## config.mk

```make
export PLATFORM = sky130hd
export DESIGN_NAME = rst_seq_gen
export DESIGN_NICKNAME = d
export VERILOG_FILES = /design/src/rtl/rst_seq_gen_pkg.sv /design/src/rtl/rst_seq_gen_phase_timer.sv /design/src/rtl/rst_seq_gen.sv
export SDC_FILE = /design/constraint.sdc
export NUM_CORES = 1
export LEC_CHECK = 0
export ABC_CLOCK_PERIOD_IN_PS = 1900
export CAP_MARGIN = 20
export CORE_MARGIN = 8
export CORE_UTILIZATION = 51
export DETAILED_ROUTE_END_ITERATION = 10
export GPL_TIMING_DRIVEN = 0
export HOLD_SLACK_MARGIN = 0.12
export PLACE_DENSITY = 0.8
export SLEW_MARGIN = 20
export SYNTH_ARGS = -nofsm -noshare
export SYNTH_HDL_FRONTEND = slang
export SYNTH_HIERARCHICAL = 1
export SYNTH_SLANG_ARGS = --single-unit
```

## constraint.sdc

```tcl
create_clock -name clk -period 1.9 [get_ports clk]
set_clock_uncertainty 0.05 [all_clocks]
set_input_delay 0.285 -clock clk [delete_from_list [all_inputs] [get_ports clk]]
set_output_delay 0.285 -clock clk [all_outputs]
set_load 0.005 [all_outputs]
```

## src/rtl/rst_seq_gen_pkg.sv

```systemverilog
// Shared definitions for the game reset sequencer and anything that decodes its phase output.
package rst_seq_gen_pkg;

  typedef enum logic [1:0] {
    PH_HOLD = 2'd0,
    PH_ARM  = 2'd1,
    PH_RUN  = 2'd2
  } phase_e;

  function automatic int max_int(input int a, input int b);
    return (a > b) ? a : b;
  endfunction

endpackage

```

## src/rtl/rst_seq_gen_phase_timer.sv

```systemverilog
// Per-phase cycle timer: counts enabled cycles, flags the terminal cycle and wraps to zero.
module phase_timer #(
  parameter int CNT_W = 4
) (
  input  logic             clk,
  input  logic             rst_n,
  input  logic             clr,
  input  logic             en,
  input  logic [CNT_W-1:0] last_val,
  output logic             done
);

  logic [CNT_W-1:0] cnt_q, cnt_d;

  assign done = en && (cnt_q == last_val);

  // Clear wins over the wrap, so an abort on the terminal cycle still restarts from zero.
  always_comb begin
    cnt_d = cnt_q;
    if (clr || done) begin
      cnt_d = '0;
    end else if (en) begin
      cnt_d = cnt_q + CNT_W'(1);
    end
  end

  always_ff @(posedge clk) begin
    if (!rst_n) begin
      cnt_q <= '0;
    end else begin
      cnt_q <= cnt_d;
    end
  end

endmodule

```

## src/rtl/rst_seq_gen.sv

```systemverilog
// Game reset sequencer: waits for PLL lock, steps HOLD -> ARM -> RUN, and drops back to HOLD
// on player loss, restart or (optionally) lock loss, recording the loss source and round count.
module rst_seq_gen
  import rst_seq_gen_pkg::*;
#(
  parameter int NUM_SRC     = 2,
  parameter int HOLD_CYC    = 33554432,
  parameter int ARM_CYC     = 33554431,
  parameter int LOCK_STRICT = 0,
  parameter int RND_W       = 8
) (
  input  logic               clk,
  input  logic               rst_n,
  input  logic               lock,
  input  logic [NUM_SRC-1:0] loss,
  input  logic               restart,
  output logic               game_rst_n,
  output logic               gmv,
  output logic [1:0]         phase,
  output logic [NUM_SRC-1:0] last_loss,
  output logic [RND_W-1:0]   round_cnt
);

  localparam int CNT_W = $clog2(max_int(HOLD_CYC, ARM_CYC) + 1);
  localparam logic [CNT_W-1:0] HOLD_LAST = CNT_W'(HOLD_CYC - 1);
  localparam logic [CNT_W-1:0] ARM_LAST  = CNT_W'(ARM_CYC - 1);

  phase_e               state_q, state_d;
  logic [NUM_SRC-1:0]   last_loss_q, last_loss_d;
  logic [RND_W-1:0]     round_cnt_q, round_cnt_d;
  logic                 go_hold;
  logic                 strict_drop;
  logic                 timer_en;
  logic                 timer_done;
  logic [CNT_W-1:0]     timer_last;

  assign timer_en    = lock && (state_q != PH_RUN);
  assign timer_last  = (state_q == PH_ARM) ? ARM_LAST : HOLD_LAST;
  assign strict_drop = (LOCK_STRICT != 0) && !lock && (state_q != PH_HOLD);

  phase_timer #(
    .CNT_W(CNT_W)
  ) u_timer (
    .clk     (clk),
    .rst_n   (rst_n),
    .clr     (go_hold),
    .en      (timer_en),
    .last_val(timer_last),
    .done    (timer_done)
  );

  // Priority: restart, then loss in RUN, then strict lock drop, then timer expiry.
  always_comb begin
    state_d     = state_q;
    last_loss_d = last_loss_q;
    round_cnt_d = round_cnt_q;
    go_hold     = 1'b0;
    if (restart) begin
      go_hold = 1'b1;
    end else if ((state_q == PH_RUN) && (|loss)) begin
      go_hold     = 1'b1;
      last_loss_d = loss;
      if (!(&round_cnt_q)) begin
        round_cnt_d = round_cnt_q + RND_W'(1);
      end
    end else if (strict_drop) begin
      go_hold = 1'b1;
    end else if (timer_done) begin
      case (state_q)
        PH_HOLD: state_d = PH_ARM;
        PH_ARM:  state_d = PH_RUN;
        default: state_d = PH_HOLD;
      endcase
    end
    if (go_hold) begin
      state_d = PH_HOLD;
    end
  end

  always_ff @(posedge clk) begin
    if (!rst_n) begin
      state_q     <= PH_HOLD;
      last_loss_q <= '0;
      round_cnt_q <= '0;
    end else begin
      state_q     <= state_d;
      last_loss_q <= last_loss_d;
      round_cnt_q <= round_cnt_d;
    end
  end

  assign game_rst_n = (state_q == PH_RUN);
  assign gmv        = (state_q == PH_ARM) || (state_q == PH_RUN);
  assign phase      = state_q;
  assign last_loss  = last_loss_q;
  assign round_cnt  = round_cnt_q;

endmodule

```

# Word level (Yosys, flattened, before mapping)
# Index checks and enable logic that the tools add are counted.
# word_totals
register_bits	38
input_bits	6
output_inout_bits	14
wordCells	31
# classes
add_sub_neg	2
eq_ne	4
muxes	4
bitwise_logic	4
reduce_logical	13
# ops
operator	n
$add A26 B1 Y26 const B	1
$eq A26 B25 Y1	1
$add A8 B1 Y8 const B	1
$reduce_and A8 Y1	1
$reduce_and A3 Y1	2
$reduce_or A2 Y1	3
$not A1 Y1	4
$pmux W2 S2	1
$logic_and A1 B1 Y1	3
$mux W1	3
$eq A2 B1 Y1 const B	1
$eq A2 B2 Y1 const B	1
$logic_not A2 Y1	1
$logic_or A1 B1 Y1	2
$ne A2 B2 Y1 const B	1
$reduce_and A2 Y1	1

# Depth between registers and ports, before layout
# Gate-level depths: netlist (run 1).
# logic_depth
word_depth	6
mapped_depth	9
mapped_depth_nobuf	9

# Hierarchy
# The synthesis (run 1) kept the hierarchy.
# by_module_without_submodules
mod	instances	cells_per_inst	area_per_inst_um2	seq_area_each_um2
phase_timer	1	166	1473.9	520.5
rst_seq_gen	1	74	646.9	240.2

# Worst setup path before layout (run 1)
# No wires, ideal clock.
# synth_path
path_kind	register -> register
start	register state_q[0], in the netlist phase[0]
end	register u_timer.cnt_q[14]
setup_time_ns	0.131
t_arrival_ns	1.898
t_required_ns	1.719
path_slack_ns	-0.178
path_stages_with_launch	10
n_path_buf	1
synth_period_minus_slack_ns	2.078
cell_sequence	dfxtp_1 -> inv_1 -> ha_1 -> nor2b_1 -> buf_2 -> nand4_1 -> nor4_4 -> nand4_1 -> xor2_1 -> nor2_1
# synth_via
elab_chain_cells	6
elab_cells_between_ends	12
cone_classes	eq/ne: 4; mux: 3; reduce/logical: 5
# synth_rtl
element	line	text
start, declared	rst_seq_gen.sv:28	phase_e state_q, state_d;
start signal, assigned	rst_seq_gen.sv:86	state_q <= state_d;
$eq A2 B2 Y1	n/a	
net game_rst_n	rst_seq_gen.sv:17	output logic game_rst_n,
$logic_and A1 B1 Y1	rst_seq_gen.sv:60	end else if ((state_q == PH_RUN) && (|loss)) begin
$mux W1	rst_seq_gen.sv:60	
$mux W1	rst_seq_gen.sv:58	if (restart) begin
$logic_or A1 B1 Y1	rst_seq_gen_phase_timer.sv:20	if (clr || done) begin
$reduce_or A2 Y1 (no source line)	n/a	
end signal, assigned	rst_seq_gen_phase_timer.sv:31	cnt_q <= cnt_d;
end, declared	rst_seq_gen_phase_timer.sv:13	logic [CNT_W-1:0] cnt_q, cnt_d;
# The timed path passes the listed nets, and every way through them passes these cells.
# A chain may end at the register's enable or synchronous reset.

# Worst setup path after layout (run 1)
# layout_path
start	register state_q[0], in the netlist phase[0]
end	register u_timer.cnt_q[0]
# layout_via
elab_chain_cells	6
elab_cells_between_ends	12
cone_classes	eq/ne: 4; mux: 3; reduce/logical: 5
# layout_rtl
element	line	text
$eq A2 B1 Y1	rst_seq_gen.sv:38	assign timer_last = (state_q == PH_ARM) ? ARM_LAST : HOLD_LAST;
$mux W1	rst_seq_gen.sv:38	
net timer_last[0]	rst_seq_gen.sv:35	logic [CNT_W-1:0] timer_last;
$eq A26 B25 Y1	rst_seq_gen_phase_timer.sv:15	assign done = en && (cnt_q == last_val);
$logic_and A1 B1 Y1	rst_seq_gen_phase_timer.sv:15	
$logic_or A1 B1 Y1	rst_seq_gen_phase_timer.sv:20	
$reduce_or A2 Y1 (no source line)	n/a	
# The timed path passes the listed nets, and every way through them passes these cells.

==> impl_metrics.toml, run 1 <==
[synthesis]
synth-edff-count = 0
netlist_top_cells_area = "dfxtp_1 36%, xor2_1 18%, nor2_1 5.7%"
synth.avg_cell_area_um2 = 8.84
syn_area_um2 = 2120
yosysSeqAreaShare_pct = 35.9
synth.top_cell.area_share_pct = 35.9
async_flop_share_pct = 0
synth_top_area_cell = "dfxtp_1"
ys_types = 43
yosysMostFrequentCell = "xor2_1"
ys_ff_latch = 38
yosys_warnings = 6
netlist_instances = 240
synth_ff_type = "dfxtp_1"
yosys-top-cells-count = "43 x xor2_1, 38 x dfxtp_1, 32 x nor2_1"

[die]
fp.dieArea_um2 = 6480
die_h_um = 80.5
initial_core_util_pct = 53.0
ioPinCount = 20
std_cell_rows = 23
die_w_um = 80.5
placeableCoreArea_um2 = 4000

[drt]
vias_per_cell = 5.45
ant_nets = 0
drtIter0Drc = 133
vias = 1947
drc = 0
drt-pass1-iter-count = 4
wl_per_cell_um = 16.3
routed_wl_um = 5820

[sta]
finalHoldViolations = 0
setup-tns-final_ns = -3.92
setup_ws_ns = -0.168
fin_crit_sh_pct = 109
setup_viol_count_final = 29
slew_viol_final = 0
period_needed_ns = 2.07
timing.hold.ws_ns = 0.445
max_freq_ghz = 0.484
grt_setup_unrepaired = "true"
slew_headroom_pct = 52.6
tightest_slew_ns = 0.705

[clock_network]
clk_pin_slew_ns = 0.09
insertion_delay_ns = 0.31
ctsHtreeMaxLevel = 2
cts_tree = "built"
clockBufferDepth = 2
holdBufCountCts = 0
numCtsBuffers = 5
cts_num_sinks = 38
root_buffer = "clkbuf_8"

[pwr]
ir_worst_vdd_v = 0.000503
power_uw = 1740
p_per_area_nw_per_um2 = 613
p_leak_uw = 0.00117

[setup_path]
start_kind = "flop"
endpoint_kind = "flop"
crit_family = "buffers and inverters"
cp.required_ns = 2.05
slowest_delay_ns = 0.37
worstPathCellList = "buf_6 -> ha_4 -> inv_2 -> xor2_1 -> nor4_1 -> nand4_1 -> buf_4 -> o31ai_4 -> buf_6 -> buf_8 -> nor2_1"
worstSetupPathType = "flop to flop"
cp_max_fo = 10
r2r_slack_ns = -0.17
cp.arrival_ns = 2.22
cpMostUsedCell = "buf_6"
worst_path_max_delay_cell = "dfxtp_4"
rr_worst_depth = 11
worst-path-stages = 11
crit_buf_inv = 5

[global_routing]
antenna_found_initial = 0
grt_pass1_vias = 1918
grt_max_degree = 14
grt.total_usage_pct = 18.0
overflow = 0
grt_pass1_wl_um = 9110

[layout]
area_growth_pct = 33.9
num-fill-cells = 283
nNetsFinal = 318
diodes = 0
drive_gt1_share_pct = 18.9
final_cells = 357

[placed_design]
gp_congestion = 0.801
numPortBuffers = 19
place_hpwl_um = 3190
place_inst = 332

[run]
drv_cap = 0

[min_path]
holdPathStages = 2
hold_path.class = "flop to flop"

[run_status]
status = "complete, but fails checks"
violations = "negative setup slack"
power breakdown:
group          switching (µW)  internal (µW)
combinational            58.1           47.8
clock                     311            526
sequential               2.89            794
total                     372           1370
cell usage in the layout (no fill, tap or decap), types with 2 or more instances in the layout:
| cell type | instances |
|---|---|
| ha_4 | 2 |
| xnor2_1 | 7 |
| dfxtp_2 | 3 |
| nand3_2 | 2 |
| inv_2 | 3 |
| dfxtp_1 | 33 |
| nand2_1 | 20 |
| a21boi_0 | 3 |
| buf_4 | 14 |
| clkbuf_8 | 5 |
| bufinv_16 | 2 |
| mux2i_1 | 6 |
| dfxtp_4 | 2 |
| nor4_2 | 2 |
| a21oi_1 | 3 |
| nand3_1 | 11 |
| inv_1 | 3 |
| conb_1 | 25 |
| ha_1 | 4 |
| xor2_1 | 43 |
| nand4_1 | 11 |
| nor2_2 | 2 |
| buf_6 | 5 |
| nor3_1 | 3 |
| nor4_4 | 2 |
| clkdlybuf4s50_1 | 18 |
| nand2b_1 | 3 |
| nor4_1 | 5 |
| o21ai_0 | 3 |
| nor2_1 | 31 |
| o21ai_1 | 2 |
worst reg2reg max path: stages, from the launching register on:
cell     delay [ns]
dfxtp_4        0.37
buf_6          0.10
ha_4           0.12
inv_2          0.03
xor2_1         0.13
nor4_1         0.23
nand4_1        0.14
buf_4          0.18
o31ai_4        0.25
buf_6          0.16
buf_8          0.13
nor2_1         0.06
metal layers:
layer / track usage (%) / vias to the layer above / routed length, µm
li1: - / 924 / -
met1: 21.1 / 935 / 2410
met2: 29.4 / 74 / 2910
met3: 5.92 / 14 / 343
met4: 6.73 / 0 / 153
met5: 0 / - / 0
layout make-up:
class	count	area, µm²	share of cell area [%]
multi-input combinational	213	1460	51.5
sequential	38	772	27.2
timing repair buffer	36	335	11.8
clock buffer	5	68.8	2.42
clock inverter	3	68.8	2.42
tap	50	62.6	2.20
buffer	6	47.5	1.67
inverter	6	22.5	0.793
logic make-up after synthesis:
logic type | Yosys count | synth area share, %
AND/OR/NAND/NOR | 109 | 28.0
XOR/XNOR | 50 | 20.6
flip-flops | 38 | 35.9
AO/OA/AOI/OAI | 17 | 5.78
buffers and inverters | 12 | 3.01
adder cells (fa/ha/maj) | 6 | 3.54
multiplexers | 6 | 2.83
other | 2 | 0.354
timing repair:
item,CTS,global route
pin swaps,10,7
gates cloned,1,0
resized for setup,24,8
setup buffers,13,3
setup endpoints to repair,28,30
stage by stage:
| stage | cell area, µm² | setup slack, ns | util (%) |
|---|---|---|---|
| after floorplan | 2210 | -0.00790 | - |
| after global placement | 2460 | -0.389 | 61.5 |
| after detailed placement | 2460 | -0.446 | 61.5 |
| after CTS | 2790 | -0.0160 | 69.7 |
| after global routing | 2840 | -0.234 | 71.0 |
| final | 2840 | -0.168 | 71.0 |
path summary, 6_finish.rpt:
check                                  from                        endpoint
max                   phase[0]$_SDFFE_PP0P_   u_timer/cnt_q[0]$_SDFFE_PP0P_
min          u_timer/cnt_q[21]$_SDFFE_PP0P_  u_timer/cnt_q[21]$_SDFFE_PP0P_
max reg2reg           phase[0]$_SDFFE_PP0P_   u_timer/cnt_q[0]$_SDFFE_PP0P_
min reg2reg  u_timer/cnt_q[21]$_SDFFE_PP0P_  u_timer/cnt_q[21]$_SDFFE_PP0P_
state kept, by name (all words and copies together), names as in the netlist:
name           flops
round_cnt          8
phase              2
u_timer/cnt_q     26
last_loss          2
Note: power is estimated with default switching activity, not from simulation.
==> inputs of run 2 (changes only) <==
--- a/config.mk
+++ b/config.mk
@@ -8,11 +8,11 @@
 export ABC_CLOCK_PERIOD_IN_PS = 1900
 export CAP_MARGIN = 20
 export CORE_MARGIN = 8
-export CORE_UTILIZATION = 51
+export CORE_UTILIZATION = 45
 export DETAILED_ROUTE_END_ITERATION = 10
 export GPL_TIMING_DRIVEN = 0
 export HOLD_SLACK_MARGIN = 0.12
-export PLACE_DENSITY = 0.8
+export PLACE_DENSITY = 0.73
 export SLEW_MARGIN = 20
 export SYNTH_ARGS = -nofsm -noshare
 export SYNTH_HDL_FRONTEND = slang
==> run 2 against run 1 <==
- the flow still finishes with violations (negative setup slack)
- critical path depth did not move
- flip-flop and latch count did not move
- worst hold slack got worse by 0.013 ns
- design area up 0.44%
- via count fell by 7.9%
- combinational power barely moved
- die area increased by 11%
- global-route usage fell by 5.0 points
- first-iteration DRC count down 38%
- sequential power hardly changed
- highest routed layer unchanged
==> impl_metrics.toml, run 2 (synthesis results as in run 1) <==
[sta]
finalHoldViolations = 0
period_needed_ns = 1.96
setup_viol_count_final = 22
tightest_slew_ns = 0.578
timing.hold.ws_ns = 0.432
setup-tns-final_ns = -1.06
setup_ws_ns = -0.0609
slew_headroom_pct = 61.1
grt_setup_unrepaired = "true"
fin_crit_sh_pct = 103
slew_viol_final = 0
max_freq_ghz = 0.510

[setup_path]
start_kind = "flop"
endpoint_kind = "flop"
cpMostUsedCell = "buf_6"
cp.required_ns = 2.03
worst_path_max_delay_cell = "dfxtp_4"
cp_max_fo = 5
crit_family = "buffers and inverters"
cp.arrival_ns = 2.09
r2r_slack_ns = -0.06
worstSetupPathType = "flop to flop"
worstPathCellList = "inv_4 -> ha_4 -> inv_2 -> xor2_2 -> nor4_2 -> nand4_1 -> buf_4 -> o31ai_4 -> buf_6 -> buf_6 -> nor2_1"
rr_worst_depth = 11
worstReg2RegEnd = "u_timer/cnt_q[6]$_SDFFE_PP0P_"
crit_buf_inv = 5
regToRegStartpoint = "phase[1]$_SDFFE_PP0P_"
slowest_delay_ns = 0.37

[die]
initial_core_util_pct = 45.8
placeableCoreArea_um2 = 4630
fp.dieArea_um2 = 7170
std_cell_rows = 25
ioPinCount = 20
die_w_um = 84.7
die_h_um = 84.7

[layout]
drive_gt1_share_pct = 20.8
fin_area_um2 = 2850
area_growth_pct = 34.5
final_cell_mix = "41 x xor2_1, 33 x dfxtp_1, 25 x conb_1, 24 x nor2_1, 21 x nand2_1"
diodes = 0
final_common_cell = "xor2_1"
top_register = "u_timer/cnt_q"
largest_reg_flops = 26
nNetsFinal = 319

[min_path]
hold_end = "u_timer/cnt_q[21]$_SDFFE_PP0P_"
hold_path.class = "flop to flop"
holdPathStages = 2
hold_start = "u_timer/cnt_q[21]$_SDFFE_PP0P_"

[drt]
drc = 0
vias = 1794
drt-pass1-iter-count = 4
vias_per_cell = 4.97
drtIter0Drc = 82
routed_wl_um = 4740
wl_per_cell_um = 13.1
ant_nets = 0

[run_status]
violations = "negative setup slack"
status = "complete, but fails checks"

[placed_design]
numPortBuffers = 19
place_ws_ns = -0.430
gp_congestion = 0.788
place_hpwl_um = 3090
place_area_um2 = 2470

[global_routing]
grt_pass1_wl_um = 7630
grt.total_usage_pct = 12.9
antenna_found_initial = 0
overflow = 0
grt_pass1_vias = 1683
grt_max_degree = 12

[clock_network]
numCtsBuffers = 5
cts_num_sinks = 38
holdBufCountCts = 0
root_buffer = "clkbuf_8"
cts_tree = "built"
clockBufferDepth = 2
ctsHtreeMaxLevel = 2
clk_pin_slew_ns = 0.07
insertion_delay_ns = 0.29

[pwr]
p_leak_uw = 0.00115
power_uw = 1590
ir_worst_vdd_v = 0.000376
p_per_area_nw_per_um2 = 559

[run]
drv_cap = 0
run 2: changes by cell type in the layout (fill, tap and decap cells not counted), moves of 2 or more:
cell | previous run | this run
nor2_4 | 0 | 2
nor2_1 | 31 | 24
xor2_2 | 0 | 2
nor2_2 | 2 | 7
xor2_1 | 43 | 41
run 2: worst min-delay path, delay by kind of cell (launching register included):
| family | cells | cell delay, ns |
|---|---|---|
| simple gates | 1 | 0.06 |
| flops | 1 | 0.33 |
| compound gates | 1 | 0.05 |
run 2: through the flow:
step | utilization, % | cells
after floorplan | - | 263
after global placement | 53.3 | 336
after detailed placement | 53.3 | 336
after CTS | 58.3 | 356
after global routing | 61.6 | 361
final | 61.6 | 361
run 2: how the worst max path moves through the flow:
stage,start,endpoint,slack [ns],cells past startpoint
after floorplan,phase[0]$_SDFFE_PP0P_,u_timer/cnt_q[14]$_SDFFE_PP0P_,-0.008,9
after global placement,lock,u_timer/cnt_q[14]$_SDFFE_PP0P_,-0.41,8
after detailed placement,lock,u_timer/cnt_q[14]$_SDFFE_PP0P_,-0.43,8
after CTS,phase[0]$_SDFFE_PP0P_,u_timer/cnt_q[20]$_SDFFE_PP0P_,-0.01,10
after global routing,phase[1]$_SDFFE_PP0P_,u_timer/cnt_q[2]$_SDFFE_PP0P_,-0.16,11
final,phase[1]$_SDFFE_PP0P_,u_timer/cnt_q[6]$_SDFFE_PP0P_,-0.06,11
run 2: layer usage:
layer	up-vias	part of all wire [%]	GRT usage [%]
met1	817	48	16.3
met2	37	46	20.0
met5	-	0	0
met4	0	1.2	4.37
met3	6	4.7	4.39
li1	934	-	-
run 2: timing repair:
item,4_1_cts,5_1_grt
cloned,1,1
endpoints found under the hold margin,0,0
pin swaps,6,16
resized for setup,10,26
setup endpoints to repair,28,29
buffers inserted,12,4
run 2: where the power goes:
group / internal, µW / leakage (µW) / switching [µW]
Sequential: 794 / 0.000309 / 2.86
Clock: 420 / 0.0000573 / 272
Combinational: 50.7 / 0.000782 / 54.4
run 2: area by class of cell:
cell class / count / area, µm²
Buffer: 6 / 47.5
Clock buffer: 6 / 82.6
Clock inverter: 1 / 30.0
Fill cell: 370 / 1780
Inverter: 6 / 25.0
Multi-Input combinational cell: 213 / 1480
Sequential cell: 38 / 772
Tap cell: 54 / 67.6
Timing Repair Buffer: 37 / 352
